**src/rtl/mux_arb_pkg.sv**
```systemverilog
// mux_arb_pkg: shared definitions for the mux_pipe_arbiter slice.
//   - Owner encoding (OWNER_A / OWNER_B).
//   - Run-length counter width and saturation value.
//   - Default payload / length widths.
//   - Selection result type and a saturating counter increment helper.
package mux_arb_pkg;

  localparam logic OWNER_A = 1'b0;
  localparam logic OWNER_B = 1'b1;

  localparam int unsigned CNT_W   = 4;
  localparam int unsigned CNT_MAX = 15;

  localparam int unsigned DEF_WIDTH  = 128;
  localparam int unsigned DEF_LWIDTH = 16;

  typedef enum logic [1:0] {
    SelNone = 2'd0,
    SelA    = 2'd1,
    SelB    = 2'd2
  } sel_e;

  // Run counter increment that sticks at CNT_MAX instead of wrapping.
  function automatic logic [CNT_W-1:0] cnt_inc(input logic [CNT_W-1:0] c);
    return (c == CNT_W'(CNT_MAX)) ? c : c + 1'b1;
  endfunction

endpackage

```
**src/rtl/mux_arb_slot.sv**
```systemverilog
// mux_arb_slot: one-entry holding register in front of the arbiter.
// Ports:
//   clk_i       clock
//   rst_i       synchronous active-high reset, empties the slot
//   enq_ena_i   write a new entry (only asserted while enq_rdy_o is high)
//   enq_v_i     payload to store
//   enq_len_i   length to store
//   deq_i       slot is drained downstream this cycle
//   valid_o     slot holds an entry
//   v_o, len_o  stored payload / length
//   enq_rdy_o   slot can accept this cycle (empty, or being drained now)
module mux_arb_slot
  import mux_arb_pkg::*;
#(
  parameter int unsigned Width  = DEF_WIDTH,
  parameter int unsigned LWidth = DEF_LWIDTH
) (
  input  logic              clk_i,
  input  logic              rst_i,
  input  logic              enq_ena_i,
  input  logic [Width-1:0]  enq_v_i,
  input  logic [LWidth-1:0] enq_len_i,
  input  logic              deq_i,
  output logic              valid_o,
  output logic [Width-1:0]  v_o,
  output logic [LWidth-1:0] len_o,
  output logic              enq_rdy_o
);

  logic              valid_q;
  logic [Width-1:0]  v_q;
  logic [LWidth-1:0] len_q;

  // Combinational through deq_i so a draining slot can refill in the same cycle.
  assign enq_rdy_o = !valid_q || deq_i;
  assign valid_o   = valid_q;
  assign v_o       = v_q;
  assign len_o     = len_q;

  always_ff @(posedge clk_i) begin
    if (rst_i) begin
      valid_q <= 1'b0;
      v_q     <= '0;
      len_q   <= '0;
    end else if (enq_ena_i) begin
      // Enq wins over deq: simultaneous enq+deq keeps the slot full with new data.
      valid_q <= 1'b1;
      v_q     <= enq_v_i;
      len_q   <= enq_len_i;
    end else if (deq_i) begin
      valid_q <= 1'b0;
    end
  end

endmodule

```
**src/rtl/mux_pipe_arbiter.sv**
```systemverilog
// mux_pipe_arbiter: weighted round-robin between two enq requesters (a, b) sharing one
// downstream enq port (out). Each side has a one-entry slot; the current owner keeps the
// grant for up to its weight in consecutive beats while the other side waits.
// Ports:
//   CLK, RST                       clock, synchronous active-high reset
//   a_enq__ENA/_v/_length/__RDY    requester A enq interface
//   b_enq__ENA/_v/_length/__RDY    requester B enq interface
//   out_enq__ENA/_v/_length        downstream beat (payload zero when not firing)
//   out_enq__RDY                   downstream ready
// Optional (macro MUX_PIPE_ARBITER_STATS_EN):
//   statA, statB                   beats granted per side, wrap at 2^32
//   statSwitch                     ownership changes, saturating at 16'hFFFF
module mux_pipe_arbiter
  import mux_arb_pkg::*;
#(
  parameter int unsigned WIDTH    = DEF_WIDTH,
  parameter int unsigned LWIDTH   = DEF_LWIDTH,
  parameter int unsigned WEIGHT_A = 4,
  parameter int unsigned WEIGHT_B = 4
) (
  input  logic              CLK,
  input  logic              RST,
  input  logic              a_enq__ENA,
  input  logic [WIDTH-1:0]  a_enq_v,
  input  logic [LWIDTH-1:0] a_enq_length,
  output logic              a_enq__RDY,
  input  logic              b_enq__ENA,
  input  logic [WIDTH-1:0]  b_enq_v,
  input  logic [LWIDTH-1:0] b_enq_length,
  output logic              b_enq__RDY,
  output logic              out_enq__ENA,
  output logic [WIDTH-1:0]  out_enq_v,
  output logic [LWIDTH-1:0] out_enq_length,
  input  logic              out_enq__RDY
`ifdef MUX_PIPE_ARBITER_STATS_EN
  ,
  output logic [31:0]       statA,
  output logic [31:0]       statB,
  output logic [15:0]       statSwitch
`endif
);

  localparam logic [CNT_W-1:0] WeightA = CNT_W'(WEIGHT_A);
  localparam logic [CNT_W-1:0] WeightB = CNT_W'(WEIGHT_B);

  logic              vld_a, vld_b;
  logic [WIDTH-1:0]  v_a, v_b;
  logic [LWIDTH-1:0] len_a, len_b;
  logic              deq_a, deq_b, fire;

  logic              owner_q;
  logic [CNT_W-1:0]  cnt_q;

  sel_e sel;
  logic own_is_a, own_vld, oth_vld, under_w, take_own;

  mux_arb_slot #(.Width(WIDTH), .LWidth(LWIDTH)) u_slot_a (
    .clk_i     (CLK),
    .rst_i     (RST),
    .enq_ena_i (a_enq__ENA),
    .enq_v_i   (a_enq_v),
    .enq_len_i (a_enq_length),
    .deq_i     (deq_a),
    .valid_o   (vld_a),
    .v_o       (v_a),
    .len_o     (len_a),
    .enq_rdy_o (a_enq__RDY)
  );

  mux_arb_slot #(.Width(WIDTH), .LWidth(LWIDTH)) u_slot_b (
    .clk_i     (CLK),
    .rst_i     (RST),
    .enq_ena_i (b_enq__ENA),
    .enq_v_i   (b_enq_v),
    .enq_len_i (b_enq_length),
    .deq_i     (deq_b),
    .valid_o   (vld_b),
    .v_o       (v_b),
    .len_o     (len_b),
    .enq_rdy_o (b_enq__RDY)
  );

  // Owner keeps the grant while under weight, or unconditionally if the other side is idle.
  always_comb begin
    own_is_a = (owner_q == OWNER_A);
    own_vld  = own_is_a ? vld_a : vld_b;
    oth_vld  = own_is_a ? vld_b : vld_a;
    under_w  = own_is_a ? (cnt_q < WeightA) : (cnt_q < WeightB);
    sel      = SelNone;
    take_own = 1'b0;
    if (own_vld && (under_w || !oth_vld)) begin
      sel      = own_is_a ? SelA : SelB;
      take_own = 1'b1;
    end else if (oth_vld) begin
      sel = own_is_a ? SelB : SelA;
    end
  end

  assign fire  = (sel != SelNone) && out_enq__RDY;
  assign deq_a = fire && (sel == SelA);
  assign deq_b = fire && (sel == SelB);

  assign out_enq__ENA   = fire;
  assign out_enq_v      = ({WIDTH{deq_a}} & v_a) | ({WIDTH{deq_b}} & v_b);
  assign out_enq_length = ({LWIDTH{deq_a}} & len_a) | ({LWIDTH{deq_b}} & len_b);

  // Arbitration state: frozen whenever nothing fires (including backpressure).
  always_ff @(posedge CLK) begin
    if (RST) begin
      owner_q <= OWNER_A;
      cnt_q   <= '0;
    end else if (fire) begin
      if (take_own) begin
        cnt_q <= cnt_inc(cnt_q);
      end else begin
        owner_q <= ~owner_q;
        cnt_q   <= CNT_W'(1);
      end
    end
  end

`ifdef MUX_PIPE_ARBITER_STATS_EN
  logic [31:0] stat_a_q, stat_b_q;
  logic [15:0] stat_sw_q;

  always_ff @(posedge CLK) begin
    if (RST) begin
      stat_a_q  <= '0;
      stat_b_q  <= '0;
      stat_sw_q <= '0;
    end else begin
      if (deq_a) stat_a_q <= stat_a_q + 32'd1;
      if (deq_b) stat_b_q <= stat_b_q + 32'd1;
      if (fire && !take_own && (stat_sw_q != 16'hFFFF)) stat_sw_q <= stat_sw_q + 16'd1;
    end
  end

  assign statA      = stat_a_q;
  assign statB      = stat_b_q;
  assign statSwitch = stat_sw_q;
`endif

endmodule

```
**config.mk**
```make
export PLATFORM = sky130hd
export DESIGN_NAME = mux_pipe_arbiter
export DESIGN_NICKNAME = d
export VERILOG_FILES = /design/src/rtl/mux_arb_pkg.sv /design/src/rtl/mux_arb_slot.sv /design/src/rtl/mux_pipe_arbiter.sv
export SDC_FILE = /design/constraint.sdc
export NUM_CORES = 1
export LEC_CHECK = 0
export CAP_MARGIN = 20
export CORE_AREA = 2 2 210 212
export CTS_CLUSTER_DIAMETER = 100
export CTS_CLUSTER_SIZE = 24
export DETAILED_ROUTE_END_ITERATION = 8
export DIE_AREA = 0 0 212 214
export GPL_ROUTABILITY_DRIVEN = 0
export PLACE_DENSITY = 0.69
export SLEW_MARGIN = 25
export SYNTH_ARGS = -nofsm -noshare
export SYNTH_HDL_FRONTEND = slang
export SYNTH_SLANG_ARGS = --single-unit
```
**constraint.sdc**
```tcl
create_clock -name CLK -period 1.8 [get_ports CLK]
set_clock_uncertainty 0.2 [all_clocks]
set_input_delay 0.36 -clock CLK [delete_from_list [all_inputs] [get_ports CLK]]
set_output_delay 0.36 -clock CLK [all_outputs]
set_load 0.01 [all_outputs]
```
Word-level counts from Yosys, hierarchy flattened
Cells that the tools add are included.

Reduce and logical (&&, ||, !) cells: 15. Muxes and demuxes: 13. Add/sub/neg operators: 1. Order comparisons: 1. Bitwise operators: 8. Equal/unequal tests: 4.

Operator list (count): $and 128x128->128 (2); $or 128x128->128 (1); $and 16x16->16 (2); $or 16x16->16 (1); $mux 2 (4); $mux 4 (2); $mux 1 (7); $reduce_bool 2->1 (3); $add 4x1->4 const B (1); $eq 4x4->1 const B (1); $logic_and 1x1->1 (4); $lt 4x3->1 const B (1); $reduce_and 2->1 (2); $logic_not 1->1 (3); $logic_or 1x1->1 (3); $eq 2x1->1 const B (1); $eq 2x2->1 const B (1); $ne 2x2->1 const B (1); $not 1->1 (2).

Register bits: 295. Bits of input ports: 293. Output and inout port bits: 147.

Depth between registers and ports, before layout
Depth in word-level cells: 10. Mapped depth: 7.

Modules after synthesis
Synthesis repeated with hierarchy kept, for this count alone.

Cells, all modules: 1165. Area, all modules: 12230.5 sq um.

By module, submodules not included: mux_arb_slot (cells each 468, area an instance 5111.2 sq um, instances 2, sequential area each 2902.8 sq um); mux_pipe_arbiter (cells each 229, area an instance 2008.2 sq um, instances 1, sequential area each 100.1 sq um).

Least setup slack after synthesis
No wires, ideal clock.

Path kind: register to output. Start point: register cnt_q[2]. End point: output port out_enq_length[0]. Path buffers: 4. Cell stages (with the launch flop): 8. Arrival time: 1.467 ns. Setup slack: -0.227 ns. Cell sequence: dfxtp_1 > buf_6 > o21a_1 > o311a_1 > buf_2 > buf_6 > buf_6 > o2bb2ai_1.

Cells in the longest elaborated chain, start to end: 9. Elaborated cells between the ends (all ways): 13. Classes of those cells: 1 x order compare; 2 x eq/ne; 1 x mux; 3 x bitwise; 6 x reduce/logical.

RTL lines: start: declaration (line mux_pipe_arbiter.sv:52) `logic [CNT_W-1:0] cnt_q;`; start signal: assignment (line mux_pipe_arbiter.sv:114) `cnt_q <= cnt_inc(cnt_q);`; $lt 4x3->1 * (line mux_pipe_arbiter.sv:88) `under_w = own_is_a ? (cnt_q < WeightA) : (cnt_q < WeightB);`; $logic_or 1x1->1 * (line mux_pipe_arbiter.sv:91) `if (own_vld && (under_w || !oth_vld)) begin`; $logic_and 1x1->1 * (line mux_pipe_arbiter.sv:91); $mux 2 * (line mux_pipe_arbiter.sv:91); $reduce_bool 2->1 (line mux_pipe_arbiter.sv:99) `assign fire = (sel != SelNone) && out_enq__RDY;`; $logic_and 1x1->1 (line mux_pipe_arbiter.sv:99); $logic_and 1x1->1 (on tied branches) (line mux_pipe_arbiter.sv:100, mux_pipe_arbiter.sv:101); $and 16x16->16 (line mux_pipe_arbiter.sv:105) `assign out_enq_length = ({LWIDTH{deq_a}} & len_a) | ({LWIDTH{deq_b}} & len_b);`; $or 16x16->16 * (line mux_pipe_arbiter.sv:105); end: declaration (line mux_pipe_arbiter.sv:33) `output logic [LWIDTH-1:0] out_enq_length,`.

Every way passes the cells marked *; elsewhere a longest branch is shown, timed or not.

Worst setup path in the final report
Start point: register cnt_q[3]. End point: output port out_enq_v[126].

Cells in the longest elaborated chain, start to end: 9. Elaborated cells between the ends (all ways): 13. Classes of those cells: 1 x order compare; 2 x eq/ne; 1 x mux; 3 x bitwise; 6 x reduce/logical.

RTL lines: $lt 4x3->1 * (line mux_pipe_arbiter.sv:88); $logic_or 1x1->1 * (line mux_pipe_arbiter.sv:91); $logic_and 1x1->1 * (line mux_pipe_arbiter.sv:91); $mux 2 * (line mux_pipe_arbiter.sv:91); $reduce_bool 2->1 (line mux_pipe_arbiter.sv:99); $logic_and 1x1->1 (line mux_pipe_arbiter.sv:99); $logic_and 1x1->1 (on tied branches) (line mux_pipe_arbiter.sv:100, mux_pipe_arbiter.sv:101); $and 128x128->128 (line mux_pipe_arbiter.sv:104) `assign out_enq_v = ({WIDTH{deq_a}} & v_a) | ({WIDTH{deq_b}} & v_b);`; $or 128x128->128 * (line mux_pipe_arbiter.sv:104); end: declaration (line mux_pipe_arbiter.sv:32) `output logic [WIDTH-1:0] out_enq_v,`.

Marked as above.

==> metrics.md <==
| Metric | Value |
|---|---|
| Status | `finished, violations left` |
| Failing checks | `setup timing` |
| Tot GR Track Use | `19.4%` |
| LEAKAGE | `8.49 nW` |
| Inst Count DP | `2,336` |
| Slew Limit Headroom | `70.1%` |
| Initial Util | `between 20% and 30%` |
| #FFs+latches synth | `slightly below 300` |
| Min-Delay Path Class | `primary input to register` |
| CTS clk-pin slew, worst paths | `about 110 ps` |
| Met1 usage | `24.6%` |
| Fin. Hold Viols | `0` |
| Nature of the critical path startpoint | `register` |
| CTS Buffer Depth | `3` |
| Worst Setup End Kind | `output port` |
| Fin crit share | `155%` |
| Minimum clock period after layout | `2790 ps` |
| Drc violations | `0` |
| DRT Pass-1 Iters | `5` |
| Min Hold Slack | `20.2 ps` |
| Syn Std Cell Area | `0.0128 sq mm` |
| Reg-to-reg startpoint | `u_slot_b.valid_o` |
| DR WL/cell | `19.3 microns` |
| Met2 Use GR | `33.1%` |
| Max-slew violations | `0` |
| Register Area | `0.00591 sq mm` |
| WP data required | `1240 ps` |
| RSZ-0062 raised after global routing | `yes` |
| CORE AREA | `0.0429 sq mm` |
| Final WS setup | `-985 ps` |
| Vias/cell | `4.88` |
| Die height | `~210 microns` |
| Post-DRT Antenna Nets | `0` |
| WP buf/inv | `4` |
| Cells after Synth | `1,334` |
| Number of distinct library cells after synthesis | `29` |
| Crit-path max cell delay | `350 ps` |
| Drt first-iter violations | `568` |
| Warnings from Yosys | `0` |
| Final setup viols | `148` |
| Average size of a mapped cell | `approximately 9.6 sq um` |
| Met3 global-route usage | `under 10%` |
| TritonCTS buffer count | `16` |
| Setup TNS | `-126,130 ps` |
| # fillers | `3,999` |
| Multi-input logic area | `just over 0.007 sq mm` |
| PwrDens | `between 700 and 800 mW/mm^2` |
| CP max FO | `12` |
| Total vias in the final route | `11,612` |
| Commonest non-fill, non-tap cells in the layout | `293 x nor2_1, 292 x dfxtp_1, 288 x mux2i_1, 288 x clkdlybuf4s50_1, 146 x nand3_1` |
| CP Class | `register to output port` |
| Die ar. | `0.0454 sq mm` |
| Insertion delay to the later sink of the worst-skew pair | `530 ps` |
| Largest net degree at the start of global routing | `53` |
| Hold_sp | `RST` |
| Clock Sinks | `roughly 300` |
| Hold_buf cts | `0` |
| Slowest CP cell | `dfxtp_2` |
| IO Port Bufs | `439` |
| I/O Pins | `440` |
| Critical path origin | `cnt_q[3]` |
| Register area share after synthesis | `46.2%` |
| Crit path cell chain | `nor3_2 > buf_4 > o21a_4 > buf_12 > bufbuf_16 > o2bb2ai_2 > dlygate4sd2_1` |
| H-tree Lvls | `1` |
| Nets@finish | `roughly 2,100` |
| Crit path max-delay family | `buffers and inverters` |
| Highest clock rate | `359 MHz` |
| GR peak layer | `met2` |
| Floorplan row count | `76` |
| CP arrival | `2230 ps` |
| Layout cells sized above 1 | `approximately 23%` |
| Layout area overhead | `54.7%` |
| Die width | `212 microns` |
| Gr ovfl total | `0` |
| Mapped Nets | `1,628` |
| Total Routed Length | `46,100 microns` |
| Peak VDD IR | `just under 0.0009 V` |
| CTS tree | `done` |
| Initial antenna violation count | `2` |
| Clock Tree Root | `clkbuf_16` |
| HPWL Detailed | `about 34,000 microns` |
| First-pass GRT wire length | `68,900 microns` |
| Commonest non-fill, non-tap cell in the layout | `nor2_1` |
| Tightest Pin Transition | `448 ps` |
| Finished Layout Cells | `2,380` |
| Vias in the first global route | `11,646` |
| Max Cap Viol | `0` |
where the power goes:
part | switching (mW) | internal [mW] | leakage [nW] | total [mW]
Clock | 2.23 | 1.78 | 0.226 | 4.01
Combinational | 1.23 | 1.50 | 5.83 | 2.73
Sequential | 0.285 | 6.92 | 2.44 | 7.20
Total | 3.74 | 10.2 | 8.49 | 13.9
metrics by stage:
step                setup WS [ps]  power (mW)  util [%]  instance area (sq um)
floorplan                    -223        8.57         -                  13700
finish                       -985        13.9      46.2                  19800
global route                -1070        14.6      46.2                  19800
global placement             -658        9.99      45.2                  19400
CTS                         -1040        14.1      46.2                  19800
detailed placement           -722        10.0      45.2                  19400
synth_stat cells:
cell,instances,area share [%]
o311a_1,1,0.078
dfxtp_1,295,46
a21oi_1,3,0.12
nand3_1,146,5.7
o31a_1,2,0.14
and3_1,1,0.049
buf_1,9,0.26
buf_2,42,1.6
nand4_1,3,0.15
o2bb2ai_2,10,1.2
nor2b_1,2,0.098
nor3_1,3,0.12
o21ai_0,3,0.12
mux2i_1,288,23
ha_1,1,0.098
o311ai_0,2,0.14
o21a_1,3,0.18
mux2_2,2,0.18
o2bb2ai_1,134,9.2
inv_1,6,0.18
clkbuf_1,71,2.1
o211ai_1,1,0.059
buf_6,8,0.70
a31oi_1,1,0.049
nand3b_1,1,0.059
o211a_1,1,0.078
nor2_1,293,8.6
nand2_1,1,0.029
a211oi_1,1,0.059
worst paths after layout:
path / end / slack [ps] / depth (start not counted)
setup / recovery: out_enq_v[126] / -990 / 7
hold / removal: u_slot_a.v_o[109] / 20 / 2
setup reg to reg: owner_q / -70 / 6
hold reg to reg: u_slot_b.v_o[74] / 300 / 2
layer usage:
| metal | wire (microns) | up-vias |
|---|---|---|
| met3 | 2330 | 82 |
| met4 | 1490 | 2 |
| li1 | - | 5618 |
| met2 | 22300 | 325 |
| met5 | 10 | - |
| met1 | 19900 | 5585 |
registers in the layout (all words and copies together) (netlist names):
signal,count
u_slot_a.v_o,128
u_slot_b.v_o,128
u_slot_a.len_o,16
u_slot_b.len_o,16
cnt_q,4
owner_q,1
u_slot_a.valid_o,1
u_slot_b.valid_o,1
worst register-to-register path, stage by stage, from the launching register on:
cell,delay [ps]
dfxtp_4,360
buf_4,140
buf_8,150
buf_16,170
mux2_4,300
a21oi_2,140
mux2_2,340
layout make-up:
| class | instances | share of cell area [%] |
|---|---|---|
| Antenna cell | 1 | 0.0126 |
| Clock buffer | 20 | 2.26 |
| Clock inverter | 1 | 0.0822 |
| Inverter | 6 | 0.114 |
| Multi-Input combinational cell | 903 | 36.2 |
| Sequential cell | 295 | 29.9 |
| Tap cell | 585 | 3.70 |
| Timing Repair Buffer | 569 | 27.7 |
cell families (layout without fill, tap and decap cells):
logic type	count (synthesis)	count (layout)	share of synthesized area, %
AO/OA/AOI/OAI	162	162	11.4
adder cells (fa/ha/maj)	1	1	0.0978
buffers and inverters	136	596	4.87
flip-flops	295	295	46.2
multiplexers	290	290	22.7
other	0	1	0
AND/OR/NAND/NOR	450	450	14.8
repair_timing:
action / in CTS / in global routing
endpoints found under the hold margin: 0 / 0
setup endpoints to repair: 150 / 152
buffers inserted: 7 / 10
gates cloned: 2 / 3
gates resized for setup: 299 / 136
pin swaps: 3 / 2
Note: power is estimated with default switching activity, not from simulation.
